===== src/rtl/tty_uart_tx_if.sv =====
// TTY write-port bundle between the MCU bus decode (master) and the UART transmitter (slave).
// FIFO_AW must match the FIFO_AW of the attached tty_uart_tx.
interface tty_uart_tx_if #(
    parameter int unsigned FIFO_AW = 3
);
    logic [6:0]       tty_data_i;
    logic             tty_we_i;
    logic             busy_o;
    logic             full_o;
    logic             overflow_o;
    logic [FIFO_AW:0] level_o;

    modport master (
        output tty_data_i, tty_we_i,
        input  busy_o, full_o, overflow_o, level_o
    );

    modport slave (
        input  tty_data_i, tty_we_i,
        output busy_o, full_o, overflow_o, level_o
    );
endinterface


===== src/rtl/tty_uart_tx.sv =====
// TTY character FIFO feeding an 8N1 UART transmitter (8E1 when TTY_UART_PARITY_EN is defined).
// Idle line is high; back-to-back frames leave no idle gap when the FIFO is non-empty.
module tty_uart_tx #(
    parameter int unsigned CLKS_PER_BIT = 16,
    parameter int unsigned FIFO_AW      = 3
) (
    input  logic          clk_i,
    input  logic          rst_in,
    tty_uart_tx_if.slave  bus,
    output logic          tx_o
);
    localparam int unsigned DEPTH = 2 ** FIFO_AW;
    localparam logic [15:0] BAUD_LAST = 16'(CLKS_PER_BIT - 1);

`ifdef TTY_UART_PARITY_EN
    typedef enum logic [2:0] {S_IDLE, S_START, S_DATA, S_PARITY, S_STOP} state_t;
`else
    typedef enum logic [1:0] {S_IDLE, S_START, S_DATA, S_STOP} state_t;
`endif

    state_t           r_state, w_state_nxt;
    logic [15:0]      r_baud, w_baud_nxt;
    logic [2:0]       r_bit, w_bit_nxt;
    logic [7:0]       r_shift, w_shift_nxt;
    logic             r_tx, w_tx_nxt;
    logic             r_busy, w_busy_nxt;
    logic             r_ovf;
    logic [FIFO_AW:0] r_wr_ptr, r_rd_ptr, w_wr_nxt, w_rd_nxt;
    logic [FIFO_AW:0] w_level;
    logic [6:0]       r_mem [DEPTH];
    logic [6:0]       w_head;
    logic             w_full, w_push, w_pop, w_load, w_bit_end;
`ifdef TTY_UART_PARITY_EN
    logic             r_par, w_par_nxt;
`endif

    assign w_level   = r_wr_ptr - r_rd_ptr;
    assign w_full    = (w_level == (FIFO_AW + 1)'(DEPTH));
    assign w_head    = r_mem[r_rd_ptr[FIFO_AW-1:0]];
    assign w_bit_end = (r_baud == BAUD_LAST);
    assign w_pop     = w_load;
    assign w_push    = bus.tty_we_i & (~w_full | w_pop);
    assign w_wr_nxt  = r_wr_ptr + (FIFO_AW + 1)'(w_push);
    assign w_rd_nxt  = r_rd_ptr + (FIFO_AW + 1)'(w_pop);

    always_comb begin
        w_state_nxt = r_state;
        w_baud_nxt  = r_baud + 16'd1;
        w_bit_nxt   = r_bit;
        w_shift_nxt = r_shift;
        w_load      = 1'b0;
`ifdef TTY_UART_PARITY_EN
        w_par_nxt   = r_par;
`endif
        case (r_state)
            S_IDLE: begin
                w_baud_nxt = '0;
                if (w_level != '0) begin
                    w_load      = 1'b1;
                    w_state_nxt = S_START;
                end
            end
            S_START: begin
                if (w_bit_end) begin
                    w_baud_nxt  = '0;
                    w_bit_nxt   = '0;
                    w_state_nxt = S_DATA;
                end
            end
            S_DATA: begin
                if (w_bit_end) begin
                    w_baud_nxt  = '0;
                    w_shift_nxt = {1'b0, r_shift[7:1]};
                    w_bit_nxt   = r_bit + 3'd1;
                    if (r_bit == 3'd7) begin
`ifdef TTY_UART_PARITY_EN
                        w_state_nxt = S_PARITY;
`else
                        w_state_nxt = S_STOP;
`endif
                    end
                end
            end
`ifdef TTY_UART_PARITY_EN
            S_PARITY: begin
                if (w_bit_end) begin
                    w_baud_nxt  = '0;
                    w_state_nxt = S_STOP;
                end
            end
`endif
            S_STOP: begin
                if (w_bit_end) begin
                    w_baud_nxt = '0;
                    if (w_level != '0) begin
                        w_load      = 1'b1;
                        w_state_nxt = S_START;
                    end else begin
                        w_state_nxt = S_IDLE;
                    end
                end
            end
            default: begin
                w_baud_nxt  = '0;
                w_state_nxt = S_IDLE;
            end
        endcase

        if (w_load) begin
            w_shift_nxt = {1'b0, w_head};
`ifdef TTY_UART_PARITY_EN
            w_par_nxt   = ^w_head;
`endif
        end

        // Line level is registered from the next state so tx_o changes on the same edge as the FSM.
        case (w_state_nxt)
            S_START:  w_tx_nxt = 1'b0;
            S_DATA:   w_tx_nxt = w_shift_nxt[0];
`ifdef TTY_UART_PARITY_EN
            S_PARITY: w_tx_nxt = w_par_nxt;
`endif
            default:  w_tx_nxt = 1'b1;
        endcase

        w_busy_nxt = (w_state_nxt != S_IDLE) | (w_wr_nxt != w_rd_nxt);
    end

    always_ff @(posedge clk_i or negedge rst_in) begin
        if (!rst_in) begin
            r_state  <= S_IDLE;
            r_baud   <= '0;
            r_bit    <= '0;
            r_shift  <= '0;
            r_tx     <= 1'b1;
            r_busy   <= 1'b0;
            r_ovf    <= 1'b0;
            r_wr_ptr <= '0;
            r_rd_ptr <= '0;
`ifdef TTY_UART_PARITY_EN
            r_par    <= 1'b0;
`endif
        end else begin
            r_state  <= w_state_nxt;
            r_baud   <= w_baud_nxt;
            r_bit    <= w_bit_nxt;
            r_shift  <= w_shift_nxt;
            r_tx     <= w_tx_nxt;
            r_busy   <= w_busy_nxt;
            r_wr_ptr <= w_wr_nxt;
            r_rd_ptr <= w_rd_nxt;
            if (bus.tty_we_i && w_full && !w_pop)
                r_ovf <= 1'b1;
`ifdef TTY_UART_PARITY_EN
            r_par    <= w_par_nxt;
`endif
        end
    end

    always_ff @(posedge clk_i) begin
        if (w_push)
            r_mem[r_wr_ptr[FIFO_AW-1:0]] <= bus.tty_data_i;
    end

    assign tx_o           = r_tx;
    assign bus.busy_o     = r_busy;
    assign bus.full_o     = w_full;
    assign bus.overflow_o = r_ovf;
    assign bus.level_o    = w_level;
endmodule


===== src/flat_wrapper.sv =====
// flat-port wrapper written by rule: the top's interface ports become plain ports
module tty_uart_tx_flat 
#(
    parameter int unsigned CLKS_PER_BIT = 16,
    parameter int unsigned FIFO_AW      = 3
)
  (clk_i, rst_in, tx_o, bus_tty_data_i, bus_tty_we_i, bus_busy_o, bus_full_o, bus_overflow_o, bus_level_o);
  tty_uart_tx_if #(.FIFO_AW(FIFO_AW)) bus_i ();
  input  logic clk_i;
  input  logic rst_in;
  output logic tx_o;
  input wire logic [$bits(bus_i.tty_data_i)-1:0] bus_tty_data_i;
  input wire logic [$bits(bus_i.tty_we_i)-1:0] bus_tty_we_i;
  output wire logic [$bits(bus_i.busy_o)-1:0] bus_busy_o;
  output wire logic [$bits(bus_i.full_o)-1:0] bus_full_o;
  output wire logic [$bits(bus_i.overflow_o)-1:0] bus_overflow_o;
  output wire logic [$bits(bus_i.level_o)-1:0] bus_level_o;
  assign bus_i.tty_data_i = bus_tty_data_i;
  assign bus_i.tty_we_i = bus_tty_we_i;
  assign bus_busy_o = bus_i.busy_o;
  assign bus_full_o = bus_i.full_o;
  assign bus_overflow_o = bus_i.overflow_o;
  assign bus_level_o = bus_i.level_o;
  tty_uart_tx #(.CLKS_PER_BIT(CLKS_PER_BIT), .FIFO_AW(FIFO_AW)) u_core (.clk_i(clk_i), .rst_in(rst_in), .bus(bus_i), .tx_o(tx_o));
endmodule

===== config.mk =====
export PLATFORM = sky130hd
export DESIGN_NAME = tty_uart_tx_flat
export DESIGN_NICKNAME = d
export VERILOG_FILES = /design/src/rtl/tty_uart_tx_if.sv /design/src/rtl/tty_uart_tx.sv /design/src/flat_wrapper.sv
export SDC_FILE = /design/constraint.sdc
export NUM_CORES = 1
export LEC_CHECK = 0
export ABC_AREA = 1
export CAP_MARGIN = 20
export CORE_UTILIZATION = 55
export CTS_CLUSTER_DIAMETER = 60
export DETAILED_ROUTE_END_ITERATION = 10
export MAX_ROUTING_LAYER = met4
export PLACE_DENSITY = 0.73
export SLEW_MARGIN = 20
export SYNTH_ARGS = -nofsm -noshare
export SYNTH_HDL_FRONTEND = slang
export SYNTH_SLANG_ARGS = --single-unit

===== constraint.sdc =====
create_clock -name clk_i -period 4.2 [get_ports clk_i]
set_input_delay 0.63 -clock clk_i [delete_from_list [all_inputs] [get_ports clk_i]]
set_output_delay 0.63 -clock clk_i [all_outputs]
set_load 0.05 [all_outputs]

==> impl_metrics.tcl, run 1 <==
set metrics [dict create \
    synthTopCellsByArea "edfxtp_1 (37%), dfrtp_1 (21%), nand2_1 (7.3%)" \
    drcViolationCount 0 \
    cp.arrival_ns 3.13 \
    power.density_nw_per_um2 474 \
    yosys_warnings 0 \
    wl_per_cell_um 15.6 \
    maxCapViolations 0 \
    drt_iter0_drc 171 \
    worstSkewPairLatency_ns 0.35 \
    firstDrtPassIters 4 \
    setup_viol 0 \
    yosysTopAreaCell "edfxtp_1" \
    critPathCapture "bus_full_o" \
    die_x_um 93.0 \
    ant_nets 0 \
    cts.sinks 95 \
    r2r_slack_ns 0.65 \
    synth.top_cells.by_count "nand2_1 (89), edfxtp_1 (56), nor2_1 (47)" \
    antenna_found_initial 0 \
    die_h_um 93.0 \
    grt_setup_unrepaired "false" \
    rows 32 \
    critPathLaunchType "flip-flop" \
    cp-end-kind "output port" \
    synth_top_area_frac 0.369 \
    cts_setup_buffers 0 \
    synth.distinct_cells 40 \
    cts_root_buf "clkbuf_8" \
    fin_setup_tns_ns 0 \
    relSlewSlack 0.412 \
    htreeDepth 3 \
    power_mw 2.40 \
    synth_most_common_cell "nand2_1" \
    worstSetupPathType "reg -> out" \
    antenna_cells 0 \
    layout.nets 504 \
    yosys_register_bits 95 \
    ys.flop_type "edfxtp_1" \
    hold_class "in -> async" \
    async_flop_share 0.411 \
    gp_congestion 0.806 \
    io_pins 18 \
    avgSynthCellArea_um2 10.1 \
    coreArea_um2 7890 \
    clockBufferDepth 2 \
    rr_worst_depth 17 \
    cp.required_ns 3.57 \
    cts.repair.resized 0 \
    drt-total-wl_mm 9.15 \
    drv_slew 0 \
    io_buffers 17 \
    grt.overflow.total 0 \
    startpoint "u_core.r_wr_ptr[0]" \
    vias 3214 \
    skew_ns 0.0111 \
    finalHoldViolations 0 \
    syn_inst 452 \
    grt_pass1_vias 3032 \
    cts_hold_buf 0 \
    setup_ws_ns 0.443 \
    crit-reg2reg-capture "u_core.bus.busy_o" \
    cts_tree "yes" \
    vias_per_cell 5.49 \
    nFillCells 616 \
    ys_seq_area_frac 0.583 \
    worst_slew_pin_slew_ns 0.882 \
    post-route-util 0.642 \
    dp_hpwl_mm 6.43 \
    outcome "finished, final reports clean" \
    syn-cell-area_um2 4560 \
    fmax_mhz 266 \
    track_usage 0.235 \
    drive_above_1_share 0.114 \
    dieArea_um2 8650 \
    hold_ws_ns 0.388 \
    post-place-ws_ns 0.711 \
    syn2layout_area_growth_pct 11.1 \
    grt_pass1_wl_mm 14.8 \
    min_period_ns 3.76 \
    syn_nets 477 \
    grt_max_degree 40 \
    p_leak_nw 2.19 \
    initial_core_util 0.578 \
    cp_max_fo 6 \
    crit-reg2reg-launch "u_core.r_wr_ptr[0]" \
    synth_edf_count 56 \
    irDropWorstVdd_v 0.000526 \
    cts.clk_slew.worst_paths_ns 0.10 \
    finalCritPeriodShare 0.895 \
    numCtsBuffers 9 \
]
==> metrics by stage <==
| stage | instances | instance area (um2) |
|---|---|---|
| 6_report | 585 | 5060 |
| 5_1_grt | 585 | 5060 |
| 4_1_cts | 585 | 5060 |
| 3_5_place_dp | 570 | 4870 |
| 3_3_place_gp | 570 | 4870 |
| 2_1_floorplan | 452 | 4560 |
==> power breakdown <==
group | internal, mW | switching (mW) | leakage [nW]
registers | 1.10 | 0.0526 | 1.00
clock network | 0.276 | 0.316 | 0.0932
logic | 0.210 | 0.441 | 1.10
total | 1.59 | 0.810 | 2.19
==> routing by layer <==
layer	track usage	routed length, um
met1	0.313	4140
met2	0.368	4480
met3	0.0447	439
met4	0.0744	94
met5	-	0
==> sequential cells by signal (all words and copies together), names as in the netlist <==
name                   count
u_core.bus.busy_o          1
u_core.bus.overflow_o      1
u_core.r_baud             16
u_core.r_bit               3
u_core.r_mem              56
u_core.r_rd_ptr            4
u_core.r_shift             7
u_core.r_state             2
u_core.r_wr_ptr            4
u_core.tx_o                1
==> placed cells by master, fill, tap and decap left out, types with 4 or more instances in the layout <==
| master | netlist | layout |
|---|---|---|
| nand2_1 | 89 | 89 |
| edfxtp_1 | 56 | 56 |
| nor2_1 | 47 | 47 |
| inv_1 | 44 | 44 |
| dfrtp_1 | 38 | 38 |
| nand3_1 | 27 | 27 |
| o21ai_0 | 27 | 27 |
| clkdlybuf4s50_1 | 0 | 16 |
| nor3_1 | 14 | 14 |
| ha_1 | 14 | 14 |
| xor2_1 | 11 | 11 |
| o22ai_1 | 10 | 10 |
| buf_4 | 0 | 10 |
| clkbuf_8 | 0 | 9 |
| a21oi_1 | 7 | 7 |
| o21ai_1 | 7 | 7 |
| nand2_2 | 6 | 6 |
| nand3_2 | 5 | 5 |
| nor2_2 | 4 | 4 |
| nand4_1 | 4 | 4 |
==> worst max-delay path, stage by stage, from the launching register on <==
cell,delay (ns)
dfrtp_1,0.45
inv_1,0.13
ha_1,0.19
inv_1,0.09
fa_1,0.45
or2_0,0.25
nor2_2,0.21
nand2_1,0.08
inv_1,0.11
clkdlybuf4s50_1,0.81
==> cell type report <==
class / count / area (um2) / area share
Clock inverter: 6 / 70.1 / 0.0138
Clock buffer: 9 / 124 / 0.0245
Timing Repair Buffer: 27 / 240 / 0.0474
Inverter: 49 / 184 / 0.0363
Tap cell: 102 / 128 / 0.0252
Multi-Input combinational cell: 297 / 1660 / 0.328
Sequential cell: 95 / 2660 / 0.525
==> worst min path at each step <==
stage / start / to / slack (ns) / cells past startpoint
global route: rst_in / u_core.r_baud[8] / 0.46 / 1
finish: rst_in / u_core.r_baud[10] / 0.39 / 1
CTS: rst_in / u_core.r_baud[8] / 0.41 / 1
detailed placement: u_core.bus.overflow_o / u_core.bus.overflow_o / 0.46 / 1
global placement: u_core.r_baud[0] / u_core.r_baud[0] / 0.46 / 1
floorplan: rst_in / u_core.bus.busy_o / 0.33 / 0
==> cell families (layout without fill, tap and decap cells) <==
kind of cell               Yosys count  after routing  share of synthesized area
DFF                                 95             95                      0.583
xor gates and xnor gates            14             14                     0.0269
AOI/OAI and AO/OA                   58             58                     0.0719
and+or+nand+nor                    208            208                      0.218
muxes                                2              2                    0.00439
adders and majority gates           15             15                     0.0428
buffers and inverters               60             91                     0.0522
No activity file was read; power rests on OpenSTA's default activity.
==> run 2, diff against run 1 <==
--- a/config.mk
+++ b/config.mk
@@ -10,6 +10,7 @@
 export CORE_UTILIZATION = 55
 export CTS_CLUSTER_DIAMETER = 60
 export DETAILED_ROUTE_END_ITERATION = 10
+export GPL_TIMING_DRIVEN = 0
 export MAX_ROUTING_LAYER = met4
 export PLACE_DENSITY = 0.73
 export SLEW_MARGIN = 20
==> impl_metrics.tcl, run 2 (same netlist as run 1, synthesis figures left out) <==
set metrics [dict create \
    critPathTopFamily "buffers and inverters" \
    layout_common_cells "nand2_1 (89), edfxtp_1 (56), nor2_1 (47), inv_1 (44), dfrtp_1 (38)" \
    wl_per_cell_um 15.6 \
    largest_reg_flops 56 \
    crit_path_top_delay_cell "clkdlybuf4s50_1" \
    numCtsBuffers 9 \
    cts_root_buf "clkbuf_8" \
    p_clk_frac 0.238 \
    vias_per_cell 5.56 \
    coreArea_um2 7890 \
    antenna_found_initial 0 \
    switching_share 0.351 \
    syn2layout_area_growth_pct 11.8 \
    drv_slew 0 \
    layout_commonest_cell "nand2_1" \
    finalInstanceArea_um2 5100 \
    finalCritPeriodShare 0.902 \
    io_buffers 17 \
    multi_input_area_um2 1700 \
    drt_iter0_drc 215 \
    layout.nets 505 \
    power.share.sequential 0.494 \
    worstSkewPairLatency_ns 0.36 \
    cp-end-kind "output port" \
    grt_max_degree 24 \
    internal_power_mw 1.53 \
    clockBufferDepth 2 \
    ant_nets 0 \
    vias 3266 \
    setup_viol 0 \
    htreeDepth 3 \
    drt-total-wl_mm 9.19 \
    critPathLaunchType "flip-flop" \
    max_stage_delay_ns 0.81 \
    maxCapViolations 0 \
    grt_setup_unrepaired "false" \
    worstSetupPathType "reg -> out" \
    track_usage 0.240 \
    initial_core_util 0.578 \
    setup_ws_ns 0.410 \
    antenna_cells 0 \
    cp.arrival_ns 3.16 \
    rows 32 \
    pwr-share-comb 0.268 \
    cts.clk_slew.worst_paths_ns 0.10 \
    drive_above_1_share 0.122 \
    post-route-util 0.646 \
    p_leak_nw 2.20 \
    fmax_mhz 264 \
    irDropWorstVdd_v 0.000461 \
    outcome "finished, final reports clean" \
    worst_slew_pin_slew_ns 0.857 \
    relSlewSlack 0.425 \
    firstDrtPassIters 5 \
    die_h_um 93.0 \
    regArea_um2 2660 \
    cp.required_ns 3.57 \
    hold_class "in -> async" \
    post-place-ws_ns 0.235 \
    skew_ns 0.0103 \
    crit_chain "buf_2, clkinv_1, ha_1, a21oi_1, nand2_1, nand2_1, nand2_1, inv_1, clkdlybuf4s50_1" \
    grt_pass1_wl_mm 15.2 \
    io_pins 18 \
    placed_area_um2 4920 \
    cts_setup_buffers 0 \
    nFillCells 611 \
    cp_common_cell "nand2_1" \
    drcViolationCount 0 \
    die_x_um 93.0 \
    dp_cells 572 \
    fin_setup_tns_ns 0 \
    cts.sinks 95 \
    cp_max_fo 10 \
    dp_hpwl_mm 6.61 \
    min_period_ns 3.79 \
    cts_tree "yes" \
    grt.overflow.total 0 \
    cts_hold_buf 0 \
    gp_congestion 0.830 \
    p_switching_mw 0.824 \
    power.density_nw_per_um2 461 \
    grt_pass1_vias 3114 \
    final_cells 587 \
    crit_buf_inv 4 \
    finalHoldViolations 0 \
    dieArea_um2 8650 \
]
==> run 2: power by group through the flow <==
stage / clock [mW] / combinational [mW] / sequential (mW)
floorplan: 0 / 0.421 / 1.17
global placement: 0 / 0.597 / 1.17
detailed placement: 0 / 0.633 / 1.18
CTS: 0.566 / 0.638 / 1.16
global route: 0.598 / 0.691 / 1.17
finish: 0.559 / 0.630 / 1.16
==> run 2: layout make-up <==
cell class              count  area share
flip-flops and latches     95       0.522
multi-input cells         297       0.334
repair buffers             18      0.0383
inverters                  49      0.0361
clock buffers              10      0.0250
well taps                 102      0.0250
clock inverters             6      0.0103
plain buffers              10     0.00982
==> run 2: worst reg2reg max path: cells and delay by family, from the launching register on <==
family        cells  cell delay (ns)
xor+xnor          2             0.37
fa+ha+maj         3             0.91
buf+inv           3             0.66
flops             1             0.39
simple gates      8             1.26
==> run 2: layer usage <==
metal  vias to the layer above  part of all wire  global-route usage
met2                       114              0.47               0.362
li1                       1586                 -                   -
met5                         -                 0                   -
met1                      1554              0.46               0.335
met4                         0             0.013              0.0897
met3                        12             0.058              0.0325
==> run 2: worst paths after layout <==
path	start	end	slack, ns	cells after the start
min in group clk_i	u_core.r_baud[0]	u_core.r_baud[0]	0.47	1
hold reg to reg	u_core.r_baud[0]	u_core.r_baud[0]	0.47	1
hold / removal	rst_in	u_core.r_baud[9]	0.20	1
setup / recovery	u_core.r_rd_ptr[2]	bus_level_o[3]	0.41	9
setup reg to reg	u_core.r_rd_ptr[1]	u_core.bus.busy_o	0.49	16
max in group asynchronous	rst_in	u_core.tx_o	3.46	2
==> run 2: what timing repair did <==
action                                  CTS  global route
gates cloned                              0             0
gates resized for setup                   0             1
endpoints found under the setup margin    1             1
==> run 2: per-stage QoR <==
stage	hold WS, ns	power [mW]
after global placement	0.445	1.77
final	0.196	2.35
after global routing	0.217	2.46
after CTS	0.194	2.36
after detailed placement	0.459	1.81
after floorplan	0.334	1.59
